--- src/rtl/button_bounce_gen_if.sv ---
// Request/response bundle between a button-press requester and the bounce generator.
// The requester drives start/presses; the generator returns the emulated key and status.
interface button_bounce_gen_if #(
   parameter int CNT_W = 10
);
   logic             start;
   logic [CNT_W-1:0] presses;
   logic             button;
   logic             busy;
   logic             done;

   modport master (
      output start,
      output presses,
      input  button,
      input  busy,
      input  done
   );

   modport slave (
      input  start,
      input  presses,
      output button,
      output busy,
      output done
   );
endinterface

--- src/rtl/button_bounce_gen.sv ---
// Emulated active-low push button: emits N press/release events, each edge followed
// by a burst of bounce toggles and a stable hold, then pulses done.
//
//   state        | meaning
//   -------------+-------------------------------------------------------------
//   IDLE         | button released (1); waits for start
//   PRESS_BOUNCE | main falling edge, then 2*BOUNCES bounce toggles
//   PRESS_HOLD   | button held low for HOLD_CYCLES
//   REL_BOUNCE   | bounce toggles after the main rising edge
//   REL_HOLD     | button held high; next press or finish with done
module button_bounce_gen #(
   parameter int BOUNCE_CYCLES = 3000,
   parameter int BOUNCES       = 2,
   parameter int HOLD_CYCLES   = 988000,
   parameter int CNT_W         = 10
) (
   input  logic                clock,
   input  logic                reset,
   button_bounce_gen_if.slave  bus
);

   localparam int MAX_CYC = (BOUNCE_CYCLES > HOLD_CYCLES) ? BOUNCE_CYCLES : HOLD_CYCLES;
   localparam int TMR_W   = $clog2(MAX_CYC + 1);
   localparam int TOGGLES = 2 * BOUNCES;
   localparam int BCNT_W  = (TOGGLES > 0) ? $clog2(TOGGLES + 1) : 1;

   localparam logic [TMR_W-1:0]  BOUNCE_LOAD = TMR_W'(BOUNCE_CYCLES - 1);
   localparam logic [TMR_W-1:0]  HOLD_LOAD   = TMR_W'(HOLD_CYCLES - 1);
   localparam logic [BCNT_W-1:0] BCNT_LAST   = BCNT_W'(TOGGLES);

   typedef enum logic [2:0] {
      IDLE,
      PRESS_BOUNCE,
      PRESS_HOLD,
      REL_BOUNCE,
      REL_HOLD
   } state_t;

   state_t             state, state_n;
   logic [TMR_W-1:0]   timer, timer_n;
   logic [BCNT_W-1:0]  bcnt, bcnt_n;
   logic [CNT_W-1:0]   remaining, remaining_n;
   logic               button_q, button_n;
   logic               busy_q, busy_n;
   logic               done_q, done_n;

   always_ff @(posedge clock or negedge reset) begin
      if (!reset) begin
         state     <= IDLE;
         timer     <= '0;
         bcnt      <= '0;
         remaining <= '0;
         button_q  <= 1'b1;
         busy_q    <= 1'b0;
         done_q    <= 1'b0;
      end else begin
         state     <= state_n;
         timer     <= timer_n;
         bcnt      <= bcnt_n;
         remaining <= remaining_n;
         button_q  <= button_n;
         busy_q    <= busy_n;
         done_q    <= done_n;
      end
   end

   always_comb begin
      state_n     = state;
      timer_n     = timer;
      bcnt_n      = bcnt;
      remaining_n = remaining;
      button_n    = button_q;
      busy_n      = busy_q;
      done_n      = 1'b0;

      case (state)
         IDLE: begin
            button_n = 1'b1;
            busy_n   = 1'b0;
            timer_n  = '0;
            bcnt_n   = '0;
            if (bus.start) begin
               if (bus.presses != '0) begin
                  remaining_n = bus.presses;
                  state_n     = PRESS_BOUNCE;
               end else begin
                  done_n = 1'b1;
               end
            end
         end

         // bcnt==0 only happens on the first press after start; later main edges
         // are issued by the hold states so each phase starts exactly on time.
         PRESS_BOUNCE, REL_BOUNCE: begin
            busy_n = 1'b1;
            if (timer == '0) begin
               if (bcnt == '0) button_n = (state == REL_BOUNCE);
               else            button_n = ~button_q;
               if (bcnt == BCNT_LAST) begin
                  state_n = (state == PRESS_BOUNCE) ? PRESS_HOLD : REL_HOLD;
                  timer_n = HOLD_LOAD;
                  bcnt_n  = '0;
               end else begin
                  bcnt_n  = bcnt + 1'b1;
                  timer_n = BOUNCE_LOAD;
               end
            end else begin
               timer_n = timer - 1'b1;
            end
         end

         PRESS_HOLD: begin
            if (timer == '0) begin
               button_n = 1'b1;
               if (TOGGLES == 0) begin
                  state_n = REL_HOLD;
                  timer_n = HOLD_LOAD;
                  bcnt_n  = '0;
               end else begin
                  state_n = REL_BOUNCE;
                  timer_n = BOUNCE_LOAD;
                  bcnt_n  = BCNT_W'(1);
               end
            end else begin
               timer_n = timer - 1'b1;
            end
         end

         REL_HOLD: begin
            if (timer == '0) begin
               remaining_n = remaining - 1'b1;
               if (remaining == CNT_W'(1)) begin
                  state_n = IDLE;
                  busy_n  = 1'b0;
                  done_n  = 1'b1;
               end else begin
                  button_n = 1'b0;
                  if (TOGGLES == 0) begin
                     state_n = PRESS_HOLD;
                     timer_n = HOLD_LOAD;
                     bcnt_n  = '0;
                  end else begin
                     state_n = PRESS_BOUNCE;
                     timer_n = BOUNCE_LOAD;
                     bcnt_n  = BCNT_W'(1);
                  end
               end
            end else begin
               timer_n = timer - 1'b1;
            end
         end

         default: begin
            state_n = IDLE;
         end
      endcase
   end

   assign bus.button = button_q;
   assign bus.busy   = busy_q;
   assign bus.done   = done_q;

endmodule

--- src/flat_wrapper.sv ---
// flat-port wrapper written by rule: the top's interface ports become plain ports
module button_bounce_gen_flat 
#(
   parameter int BOUNCE_CYCLES = 3000,
   parameter int BOUNCES       = 2,
   parameter int HOLD_CYCLES   = 988000,
   parameter int CNT_W         = 10
)
  (clock, reset, bus_start, bus_presses, bus_button, bus_busy, bus_done);
  button_bounce_gen_if #(.CNT_W(CNT_W)) bus_i ();
  input  logic clock;
  input  logic reset;
  input wire logic [$bits(bus_i.start)-1:0] bus_start;
  input wire logic [$bits(bus_i.presses)-1:0] bus_presses;
  output wire logic [$bits(bus_i.button)-1:0] bus_button;
  output wire logic [$bits(bus_i.busy)-1:0] bus_busy;
  output wire logic [$bits(bus_i.done)-1:0] bus_done;
  assign bus_i.start = bus_start;
  assign bus_i.presses = bus_presses;
  assign bus_button = bus_i.button;
  assign bus_busy = bus_i.busy;
  assign bus_done = bus_i.done;
  button_bounce_gen #(.BOUNCE_CYCLES(BOUNCE_CYCLES), .BOUNCES(BOUNCES), .HOLD_CYCLES(HOLD_CYCLES), .CNT_W(CNT_W)) u_core (.clock(clock), .reset(reset), .bus(bus_i));
endmodule
--- config.mk ---
export PLATFORM = sky130hd
export DESIGN_NAME = button_bounce_gen_flat
export DESIGN_NICKNAME = d
export VERILOG_FILES = /design/src/rtl/button_bounce_gen_if.sv /design/src/rtl/button_bounce_gen.sv /design/src/flat_wrapper.sv
export SDC_FILE = /design/constraint.sdc
export NUM_CORES = 1
export LEC_CHECK = 0
export CAP_MARGIN = 20
export CORE_AREA = 2 2 83 85
export DETAILED_ROUTE_END_ITERATION = 8
export DIE_AREA = 0 0 85 87
export HOLD_SLACK_MARGIN = 0.12
export SYNTH_ARGS = -nofsm -noshare
export SYNTH_HDL_FRONTEND = slang
export SYNTH_SLANG_ARGS = --single-unit
--- constraint.sdc ---
create_clock -name clock -period 2.2 [get_ports clock]
set_input_delay 0.33 -clock clock [delete_from_list [all_inputs] [get_ports clock]]
set_output_delay 0.33 -clock clock [all_outputs]
set_load 0.01 [all_outputs]
# Word-level counts from Yosys, hierarchy flattened

Index checks and enable logic that the tools add are counted.

Bits in registers: 39
Output and inout port bits: 3
Word-level logic and storage cells: 78
Bits of input ports: 13

Reduce and logical (&&, ||, !) cells: 13
Mux-type cells: 39
Equality and inequality tests: 15
Add/subtract/negate cells: 3
Bitwise operators: 1

Operator list:

| kind                  | count |
|---|---|
| $mux 20               | 5 |
| $pmux 20 s4           | 1 |
| $mux 3                | 12 |
| $mux 10               | 3 |
| $pmux 3 s4            | 2 |
| $logic_not 20->1      | 1 |
| $pmux 10 s2           | 1 |
| $sub 20x1->20 const B | 1 |
| $mux 1                | 12 |
| $ne 2x1->1 const B    | 6 |
| $eq 10x1->1 const B   | 1 |
| $reduce_bool 10->1    | 1 |
| $sub 10x1->10 const B | 1 |
| $eq 3x2->1 const B    | 2 |
| $eq 3x3->1 const B    | 2 |
| $logic_not 3->1       | 2 |
| $reduce_and 6->1      | 1 |
| $reduce_and 5->1      | 1 |
| $ne 2x2->1 const B    | 2 |
| $pmux 1 s4            | 1 |
| $reduce_and 4->1      | 1 |
| $reduce_bool 4->1     | 1 |
| $add 3x1->3 const B   | 1 |
| $eq 3x1->1 const B    | 1 |
| 9 further kinds       | 9 |

# Logic depth before layout (Yosys ltp)

Depth after elaboration: 5
Depth in mapped cells: 10
Depth with buffers taken out: 8

# Worst setup path before layout

OpenSTA, ideal clock, no wires.

Path kind: flip-flop to flip-flop
Start point: reg u_core.timer[0]
End point: reg u_core.remaining[1]
Setup time: 127 ps
Cell stages (with the launch flop): 11
Arrival time: 1989 ps
Required time: 2073 ps
Period minus slack after synthesis: 2116 ps
Buffers on the path: 2
Slack: 84 ps
Path through: dfrtp_1 -> inv_1 -> ha_1 -> nor4b_1 -> nand4_1 -> nor3_1 -> o21ai_1 -> buf_2 -> buf_2 -> a211oi_1 -> a21oi_1

Word-level cells in the longest chain between the ends: 3

Ends and longest elaborated chain:

| what                       | line                     | RTL |
|---|---|---|
| start: declaration         | button_bounce_gen.sv:40  | `logic [TMR_W-1:0] timer, timer_n;` |
| start signal: assignment   | button_bounce_gen.sv:58  | `timer <= timer_n;` |
| $logic_not 20->1           | button_bounce_gen.sv:130 | `if (timer == '0) begin` |
| $ne 2x1->1 (no line)       | --                       |  |
| $reduce_and 4->1 (no line) | --                       |  |
| end signal: assignment     | button_bounce_gen.sv:60  | `remaining <= remaining_n;` |
| end: declaration           | button_bounce_gen.sv:42  | `logic [CNT_W-1:0] remaining, remaining_n;` |

No other way between the ends.
A chain may end at the register's enable or synchronous reset.

# Worst setup path in the final report

Start point: reg u_core.timer[1]
End point: reg u_core.timer[6]

Word-level cells in the longest chain between the ends: 3
Elaborated cells on any way between the ends: 8
Those cells by class: 1 x add/sub; 1 x eq/ne; 4 x mux; 2 x reduce/logical

Ends and longest elaborated chain:

| what                                              | line |
|---|---|
| $sub 20x1->20 or $logic_not 20->1 (tied branches) | -- |
| $mux 20, or another cell as far along             | button_bounce_gen.sv:130 |
| $pmux 20 s4 or $reduce_and 2->1 (tied branches)   | -- |

Parallel ways exist; a longest one is shown, timed or not.

==> impl_metrics.toml <==
[floorplanning]
num_rows = 30
fp.coreArea_um2 = 6570
fp.dieH_um = 87
initial_core_util_pct = 38.1
io_pins = 16
die-area_um2 = 7400
die_w_um = 85

[placement]
gp_congestion = 0.925
post-place-ws_ns = -0.0189
hpwlAfterDp_um = 4840
io_buffer_count = 15
placed_area_um2 = 2970

[worst_setup_path]
worst-path-max-fanout = 5
cp.required_ns = 2.38
critPathCaptureType = "flop"
cp.depth = 10
r2r_cells = 10
cp_cell_sequence = "inv_2, ha_4, nor4b_4, nand4_1, buf_4, nor3_4, buf_4, o21ai_2, a21oi_1, o21ai_1"
critPathArrivalTime_ns = 2.34
start_kind = "flop"
criticalPathCategory = "flop to flop"
critPathMaxStageDelay_ns = 0.40
crit_slowest_cell = "dfrtp_1"
cpLargestDelayFamily = "simple AND/OR/NAND/NOR gates"
cp_common_cell = "buf_4"
worst-path-buf-inv = 3

[yosys]
synth_compound_area_share_pct = 25.9
synth-simple-area-share_pct = 24.9
synthesis.nets = 321
synth-edff-count = 0
ys_top_cells_by_area = "dfrtp_1 (38%), a21oi_1 (6.6%), nor2_1 (6.5%), o21ai_0 (5.6%), nand2_1 (3.1%)"
synth-xor-area-share_pct = 2.10
synth.largest_area_cell = "dfrtp_1"
synth_top_family_by_area = "compound AO/OA/AOI/OAI gates"
netlist-cell-type-count = 55
ys.flop_type = "dfrtp_1"
syn_inst = 302
synth.most_common_cell = "nor2_1"
synthArstFlopShare_pct = 100
synth_warnings = 0
synth.top_cell.area_share_pct = 38.0
muxShareOfSynthArea_pct = 0
syn-cell-area_um2 = 2500
synthAdderAreaFrac_pct = 3.00
yosys-top-cells-count = "nor2_1 (43), dfrtp_1 (38), a21oi_1 (33), o21ai_0 (28), nand2_1 (21)"
yosysSeqAreaShare_pct = 39.1
synth_seq_cells = 39
syn_avg_cell_area_um2 = 8.29

[worst_hold_path]
hold_path_depth = 2
hold_class = "flop to flop"

[global_route]
grt_pass1_vias = 2275
grt.overflow.total = 0
antenna_found_initial = 0
grtUsageTotal_pct = 18.3
grt_first_pass_wirelength_um = 10800
grt_max_degree = 24

[clock_network]
root_buffer = "clkbuf_8"
numCtsBuffers = 5
cts_tree = "done"
clkTransAtPathRegs_ns = 0.10
clock_path_buffers = 2
clock_latency_ns = 0.31
numClockSinks = 39
cts_max_level = 2

[final_layout]
drive_above_1_share_pct = 24.1
antenna_cells = 0
synthToLayoutAreaGrowth_pct = 30.8
n_fill_cell = 633
layout.nets = 375
stdcell_area_um2 = 3270

[sta]
fmax_ghz = 0.461
finalSetupViolCount = 0
holdWs_ns = 0.519
fin_worst_skew_ns = 0.0180
finalHoldViolCount = 0
slew-limit-headroom_pct = 62.3
fin_crit_sh_pct = 98.5
rsz0062_at_grt = "yes"
fin_ws_ns = 0.0331
tightestPinTransition_ns = 0.565
post-route-min-period_ns = 2.17
fin_tns_setup_ns = 0
slew_viol_final = 0

[routing]
drt_iter0_markers = 133
routed-wl-met3_um = 251
wire_per_inst_um = 15.3
vias = 2392
drc = 0
wirelength_um = 6710
top_layer = "met4"
final_antenna_net_count = 0
vias_per_cell = 5.47
wl_met1_um = 3110
drt_first_pass_iters = 4
wl_met2_um = 3110

[power_and_ir_drop]
powerDensity_nw_per_um2 = 424
leakage_uw = 0.00139
clockPowerShare_pct = 44.6
power_frac_comb_pct = 3.8
swShare_pct = 22.1
p_seq_share_pct = 51.6
power_uw = 1390
p_sw_uw = 307
p_int_uw = 1080
ir_worst_vdd_mv = 0.257

[flow_run]
drv_cap = 0

[status]
status = "completed"
==> state kept, by name, summed over array words and instances, names as in the netlist <==
name	flops
u_core.bus.busy	1
u_core.state	3
u_core.bcnt	3
u_core.timer	20
u_core.bus.done	1
u_core.bus.button	1
u_core.remaining	10
==> layer usage <==
metal  track usage [%]  vias up
met5                 0        -
met3              2.94       18
met1              24.1     1112
li1                  -     1206
met2              30.5       56
met4              6.35        0
==> placed cells by master, fill, tap and decap left out, types with 7 or more instances in the layout <==
cell,n
nor3_1,12
nor2_1,42
dfrtp_1,38
nand2_1,19
nand3_1,7
a21oi_1,32
clkdlybuf4s50_1,14
buf_4,42
o21ai_0,26
inv_1,14
==> area by class of cell <==
class	instances	area, µm²	share of cell area (%)
Multi-Input combinational cell	234	1530	46.6
Sequential cell	39	977	29.9
Timing Repair Buffer	60	497	15.2
Tap cell	80	100	3.06
Clock buffer	5	68.8	2.10
Inverter	16	60.1	1.83
Clock inverter	3	43.8	1.34
==> what timing repair did <==
action,in CTS,in global routing
resized for setup,1,30
pin swaps,3,9
hold buffers,1,0
setup endpoints to repair,10,22
cloned,0,1
hold endpoints to repair,20,0
buffers inserted,2,4
==> worst register-to-register path: stages, from the launching register on <==
cell and delay [ns]:
dfrtp_1 0.40, inv_2 0.08, ha_4 0.11, nor4b_4 0.20
nand4_1 0.26, buf_4 0.24, nor3_4 0.24, buf_4 0.16
o21ai_2 0.10, a21oi_1 0.17, o21ai_1 0.08
==> power groups by stage <==
stage | Combinational, µW | Sequential [µW] | Clock, µW
after floorplan | 7.77 | 731 | 0
final | 53.3 | 716 | 619
after global placement | 53.2 | 730 | 0
after global routing | 58.4 | 716 | 666
after CTS | 55.0 | 716 | 633
after detailed placement | 53.4 | 730 | 0
==> cell families after synthesis <==
family	Yosys count
xor+xnor	6
buf+inv	30
simple gates	118
compound gates	103
fa+ha+maj	6
flops	39
==> path summary, 6_finish.rpt <==
path,from,end,slack [ns]
max in group asynchronous,reset,u_core.timer[6],1.07
min in group asynchronous,reset,u_core.bcnt[1],0.55
max reg2reg,u_core.timer[1],u_core.timer[6],0.03
min reg2reg,u_core.bus.button,u_core.bus.button,0.52
min,u_core.bus.button,u_core.bus.button,0.52
max,u_core.timer[1],u_core.timer[6],0.03
==> metrics by stage <==
| step | util (%) | cells |
|---|---|---|
| after global routing | 49.8 | 437 |
| after detailed placement | 45.3 | 422 |
| final | 49.8 | 437 |
| after CTS | 47.4 | 433 |
| after global placement | 45.3 | 422 |
| after floorplan | - | 302 |
Note: power is estimated with default switching activity, not from simulation.
